### src/rtl/cpu_irq_pkg.sv
// Shared definitions for the CPU external-interrupt path.
//
// Contents:
//   NUM_EXT_IRQ - number of external interrupt lines (CP0 Cause IP[7:2]).
//   FILT_CNT_W  - width of each line's glitch-filter counter.
//   irq_vec_t   - one bit per external interrupt line.
package cpu_irq_pkg;

    localparam int NUM_EXT_IRQ = 6;
    localparam int FILT_CNT_W  = 4;

    typedef logic [NUM_EXT_IRQ-1:0] irq_vec_t;

endpackage

### src/rtl/irq_line_filter.sv
// One external interrupt line: synchroniser chain followed by a glitch filter.
//
// Ports:
//   clk       in  - sole clock.
//   resetn    in  - asynchronous, active-low reset.
//   irq_raw   in  - asynchronous external request, active high.
//   filt      out - filtered, clock-aligned level (registered).
//   filt_dly  out - filt delayed by one cycle (registered), for edge detection.
module irq_line_filter
    import cpu_irq_pkg::*;
#(
    parameter int SYNC_STAGES   = 2,
    parameter int FILTER_CYCLES = 4
) (
    input  logic clk,
    input  logic resetn,
    input  logic irq_raw,
    output logic filt,
    output logic filt_dly
);

    localparam logic [FILT_CNT_W-1:0] CNT_MAX = FILT_CNT_W'(FILTER_CYCLES - 1);

    logic [SYNC_STAGES-1:0] sync_q, sync_d;
    logic [FILT_CNT_W-1:0]  cnt_q, cnt_d;
    logic                   filt_q, filt_d;
    logic                   filt_dly_q, filt_dly_d;
    logic                   sync_out;

    always_comb begin
        sync_d     = {sync_q[SYNC_STAGES-2:0], irq_raw};
        sync_out   = sync_q[SYNC_STAGES-1];
        filt_d     = filt_q;
        filt_dly_d = filt_q;
        // Counter only runs while the synchronised input disagrees with the
        // filtered value; any agreement restarts it, so short pulses vanish.
        cnt_d      = '0;
        if (sync_out != filt_q) begin
            if (cnt_q == CNT_MAX) begin
                filt_d = sync_out;
            end else begin
                cnt_d = cnt_q + 1'b1;
            end
        end
    end

    always_ff @(posedge clk or negedge resetn) begin
        if (!resetn) begin
            sync_q     <= '0;
            cnt_q      <= '0;
            filt_q     <= 1'b0;
            filt_dly_q <= 1'b0;
        end else begin
            sync_q     <= sync_d;
            cnt_q      <= cnt_d;
            filt_q     <= filt_d;
            filt_dly_q <= filt_dly_d;
        end
    end

    assign filt     = filt_q;
    assign filt_dly = filt_dly_q;

endmodule

### src/rtl/irq_input_conditioner.sv
// Conditions the external interrupt lines feeding CP0 Cause IP[7:2].
// Each line is synchronised and glitch-filtered; lines selected by EDGE_MASK
// latch rising edges until cleared, the others follow the filtered level.
//
// Ports:
//   clk          in  - sole clock.
//   resetn       in  - asynchronous, active-low reset.
//   irq_raw      in  - asynchronous external requests, active high.
//   clear_valid  in  - single-cycle clear strobe.
//   clear_mask   in  - edge-latched lines to clear when clear_valid is high.
//   irq_pending  out - registered pending vector to CP0 externalInterrupt[15:10].
//   irq_any      out - registered OR of irq_pending, cycle-aligned with it.
module irq_input_conditioner
    import cpu_irq_pkg::*;
#(
    parameter int                 NUM_IRQ       = NUM_EXT_IRQ,
    parameter int                 SYNC_STAGES   = 2,
    parameter int                 FILTER_CYCLES = 4,
    parameter logic [NUM_IRQ-1:0] EDGE_MASK     = '0
) (
    input  logic               clk,
    input  logic               resetn,
    input  logic [NUM_IRQ-1:0] irq_raw,
    input  logic               clear_valid,
    input  logic [NUM_IRQ-1:0] clear_mask,
    output logic [NUM_IRQ-1:0] irq_pending,
    output logic               irq_any
);

    logic [NUM_IRQ-1:0] filt;
    logic [NUM_IRQ-1:0] filt_dly;
    logic [NUM_IRQ-1:0] pending_q, pending_d;
    logic               any_q, any_d;

    for (genvar g = 0; g < NUM_IRQ; g++) begin : g_line
        irq_line_filter #(
            .SYNC_STAGES  (SYNC_STAGES),
            .FILTER_CYCLES(FILTER_CYCLES)
        ) u_filter (
            .clk     (clk),
            .resetn  (resetn),
            .irq_raw (irq_raw[g]),
            .filt    (filt[g]),
            .filt_dly(filt_dly[g])
        );
    end

    always_comb begin
        pending_d = pending_q;
        for (int i = 0; i < NUM_IRQ; i++) begin
            if (!EDGE_MASK[i]) begin
                pending_d[i] = filt[i];
            end else if (filt[i] && !filt_dly[i]) begin
                // Set wins over a simultaneous clear so a new edge is never lost.
                pending_d[i] = 1'b1;
            end else if (clear_valid && clear_mask[i]) begin
                pending_d[i] = 1'b0;
            end
        end
        // Derived from the next-state vector so irq_any tracks irq_pending exactly.
        any_d = |pending_d;
    end

    always_ff @(posedge clk or negedge resetn) begin
        if (!resetn) begin
            pending_q <= '0;
            any_q     <= 1'b0;
        end else begin
            pending_q <= pending_d;
            any_q     <= any_d;
        end
    end

    assign irq_pending = pending_q;
    assign irq_any     = any_q;

endmodule

### config.mk
export PLATFORM = sky130hd
export DESIGN_NAME = irq_input_conditioner
export DESIGN_NICKNAME = d
export VERILOG_FILES = /design/src/rtl/cpu_irq_pkg.sv /design/src/rtl/irq_line_filter.sv /design/src/rtl/irq_input_conditioner.sv
export SDC_FILE = /design/constraint.sdc
export NUM_CORES = 1
export LEC_CHECK = 0
export BUFFER_PORTS_ARGS = -buffer_cell sky130_fd_sc_hd__buf_2
export CORE_MARGIN = 2
export CORE_UTILIZATION = 56
export CTS_CLUSTER_SIZE = 8
export DETAILED_ROUTE_END_ITERATION = 6
export PLACE_DENSITY = 0.77
export SYNTH_ARGS = -nofsm -noshare
export SYNTH_HDL_FRONTEND = slang
export SYNTH_SLANG_ARGS = --single-unit
### constraint.sdc
create_clock -name clk -period 1.26 [get_ports clk]
set_input_delay 0.063 -clock clk [delete_from_list [all_inputs] [get_ports clk]]
set_output_delay 0.063 -clock clk [all_outputs]
set_load 0.01 [all_outputs]
* Word level (Yosys, flattened, before mapping) *
Cells that the tools add are included.

operators by class
  mux-type cells = 12
  equal/unequal tests = 12
  add/subtract/negate cells = 6
  reductions and logical operators = 7

operators by type and width
  kind                                                             count
  4-bit two-way mux                                                12
  4-bit by 1-bit adder with 4-bit output, second input constant    6
  4-bit by 2-bit == test with 1-bit output, second input constant  6
  2-bit AND reduction                                              6
  1-bit inequality test                                            6
  6-bit OR reduction                                               1

word-level totals
  register bits = 49
  output and inout bits = 7
  word-level logic and storage cells = 57
  bits of input ports = 15

* Logic depth before layout (Yosys ltp) *
  word-level depth = 3
  gate-level depth with buffers = 3
  mapped depth without buffers = 3

* Hierarchy *
Synthesis repeated with hierarchy kept, for this count alone.

unflattened totals
  cells, all modules = 136
  area total of the unflattened synthesis = 2065.7 um^2

by module, submodules not included
  module                 times used  sequential area each (um^2)  cells each  area each (um^2)
  irq_line_filter        6           200.2                        21          312.8
  irq_input_conditioner  1           175.2                        10          188.9

* Least setup slack after synthesis *
No wires, ideal clock.

  kind = flip-flop to flip-flop
  from = register g_line[4].u_filter.cnt_q[0]
  to = register g_line[4].u_filter.filt_q
  path slack = 0.094 ns
  required time = 1.132 ns
  path buffers = 0
  arrival time = 1.038 ns
  stages on the path, launching flop included = 4
  setup time = 0.128 ns
  clock period less this slack = 1.166 ns
  path through = dfrtp_1 > ha_1 > nor3b_2 > mux2_1

on the way
  cells in the longest elaborated chain, start to end = 2

RTL lines
  item                                      line                   text
  start: declaration                        irq_line_filter.sv:25  logic [FILT_CNT_W-1:0] cnt_q, cnt_d;
  start signal: assignment                  irq_line_filter.sv:55  cnt_q <= cnt_d;
  4-bit by 2-bit == test with 1-bit output  irq_line_filter.sv:39  if (cnt_q == CNT_MAX) begin
  2-bit AND reduction (no line)             --
  end signal: assignment                    irq_line_filter.sv:56  filt_q <= filt_d;
  end: declaration                          irq_line_filter.sv:26  logic filt_q, filt_d;

No other way between the ends.
A chain may end at the register's enable or synchronous reset.

* Final worst setup path *
  from = register g_line[4].u_filter.cnt_q[1]
  to = register g_line[4].u_filter.filt_q

The elaborated chain is that of the path after synthesis.

==> results.json <==
{
  "yosys_warnings": 0,
  "pwr_density_cell_nw_per_um2": 1880,
  "postRouteAntennaNets": 0,
  "synthToLayoutAreaGrowth_pct": 26.5,
  "synth-seq-area-share_pct": 65.6,
  "drc": 0,
  "end_kind": "register",
  "p_total_mw": 4.45,
  "topRoutingLayerUsed": "met4",
  "grt_max_degree": 50,
  "dp_slack_ns": -0.0175,
  "reg2reg_depth": 3,
  "cts.sinks": 49,
  "first_iter_violations": 55,
  "dp_cells": 194,
  "track_usage_pct": 18.4,
  "cts_root_buffer": "clkbuf_4",
  "period_needed_ns": 1.26,
  "start_util_pct": 60.3,
  "reg2reg_setup_slack_ns": 0.004,
  "core-area_um2": 3100,
  "num_vias": 1149,
  "synthCells": 130,
  "wl_met1_um": 1300,
  "rows": 20,
  "cts_buffers": 5,
  "avgSynthCellArea_um2": 14.4,
  "fin_setup_tns_ns": 0,
  "fillers": 202,
  "finClkSkew_ns": 0.00503,
  "syn_area_um2": 1870,
  "layout_common_cells": "dfrtp_1 (49), buf_4 (16), buf_2 (14)",
  "r2r_end": "g_line[4].u_filter.filt",
  "die_area_um2": 3820,
  "crit_fanout": 3,
  "die_w_um": 61.8,
  "pin_count": 22,
  "peakVddDrop_uv": 1340,
  "avgRoutedWirePerCell_um": 13.7,
  "seqCellArea_um2": 1230,
  "gp_congestion": 0.730,
  "grt_pass1_wl_um": 4830,
  "fin_cells": 220,
  "r2r-start": "g_line[4].u_filter.cnt_q[1]",
  "gr-total-overflow": 0,
  "setup_violations": 0,
  "grt_pass1_vias": 1117,
  "viasPerCell": 5.22,
  "synth_top_area_share_pct": 65.6,
  "fp.dieH_um": 61.8,
  "clk_pin_slew_ns": 0.13,
  "syn-num-nets": 151,
  "drive_above_1_share_pct": 34.1,
  "synth_top_area_cell": "dfrtp_1",
  "utilization_pct": 76.3,
  "hold_class": "in -> async",
  "wl_met3_um": 113,
  "final_common_cell": "dfrtp_1",
  "worst_pin_slew_ns": 0.413,
  "leakagePower_nw": 1.02,
  "num_antenna_cells": 0,
  "hpwl_um": 1940,
  "synth-seq-cells": 49,
  "cp_data_arrival_time_ns": 1.52,
  "startpoint_type": "register",
  "routed_wl_um": 3020,
  "worstSetupPathType": "reg -> reg",
  "route.met2.wl_um": 1550,
  "fmax_mhz": 796,
  "maxCapViolations": 0,
  "drtPass1Iterations": 4,
  "max_slew_margin_pct": 72.3,
  "fin_ws_ns": 0.00411,
  "multi_input_area_um2": 716,
  "post-route-period-util_pct": 99.7,
  "antenna_found_initial": 0,
  "required_ns": 1.52,
  "cts_max_level": 2,
  "synthTopCellsByArea": "dfrtp_1 (66%), ha_1 (4.0%), nor3b_2 (4.0%)",
  "insertion_delay_ns": 0.37,
  "drv_slew": 0,
  "hold_viol": 0,
  "final_nets": 196,
  "ys_types": 16,
  "port_buffers": 14,
  "clockBufferDepth": 2,
  "outcome": "finished, final reports clean",
  "cts_tree": "yes"
}
-- flip-flops by register name, summed over array words and instances (netlist names) --
signal and cells:
g_line.u_filter.filt 6, irq_any 1, irq_pending 6, g_line.u_filter.cnt_q 24, g_line.u_filter.sync_q 12
-- Yosys cell counts --
master,n
nor2_1,7
ha_1,6
xnor2_1,6
nand2_1,1
nand2b_1,6
mux2_2,1
nor2b_1,6
a21oi_1,12
nor3_1,6
mux2_1,5
nor4_1,1
nor3b_2,6
nand3b_1,6
and4_1,6
nor4_2,6
dfrtp_1,49
-- routing by layer --
layer,vias up,global-route usage (%)
met1,570,19.8
met5,-,0
li1,555,-
met4,0,9.12
met3,5,6.83
met2,19,31.7
-- worst max path at each step --
| stage | startpoint | endpoint | slack, ns | cells after the start |
|---|---|---|---|---|
| detailed placement | g_line[4].u_filter.cnt_q[1] | g_line[4].u_filter.filt | -0.02 | 3 |
| global placement | g_line[0].u_filter.cnt_q[0] | g_line[0].u_filter.filt | 0.06 | 3 |
| CTS | g_line[2].u_filter.cnt_q[0] | g_line[2].u_filter.filt | 0.002 | 3 |
| floorplan | g_line[4].u_filter.cnt_q[0] | g_line[4].u_filter.filt | 0.09 | 3 |
| finish | g_line[4].u_filter.cnt_q[1] | g_line[4].u_filter.filt | 0.004 | 3 |
| global route | g_line[4].u_filter.cnt_q[1] | g_line[4].u_filter.filt | -0.03 | 3 |
-- per-stage QoR --
step,hold slack (ns),cell area (µm²)
detailed placement,0.0645,2050
CTS,0.195,2270
global route,0.187,2370
global placement,0.0614,2050
floorplan,-0.233,1870
finish,0.185,2370
-- cell type report --
class | instances | area share [%]
repair buffers | 38 | 11.8
multi-input cells | 81 | 30.2
clock buffers | 6 | 2.17
clock inverters | 2 | 1.59
flip-flops and latches | 49 | 51.8
well taps | 44 | 2.33
-- report_power, final --
part | internal, mW | leakage (nW) | switching, mW
combinational | 0.739 | 0.363 | 0.565
clock | 0.472 | 0.0445 | 0.476
sequential | 1.94 | 0.615 | 0.254
total | 3.15 | 1.02 | 1.30
-- critical path, cell delays in order (launching register included) --
cell and delay (ns):
dfrtp_1 0.40, ha_2 0.20, nor3b_4 0.24, mux2_4 0.32
-- cell families after synthesis --
kind of cell             synth area share, %
AO/OA/AOI/OAI                           3.21
XOR/XNOR                                2.81
adder cells (fa/ha/maj)                 4.01
flip-flops                              65.6
multiplexers                            3.61
AND/OR/NAND/NOR                         20.8
-- what timing repair did --
| action | in CTS | in global routing |
|---|---|---|
| endpoints found under the hold margin | 55 | 0 |
| pin swaps | 0 | 4 |
| setup endpoints to repair | 4 | 6 |
| setup buffers | 4 | 7 |
| gates resized for setup | 6 | 9 |
| hold buffers | 7 | 0 |
Note: power is estimated with default switching activity, not from simulation.
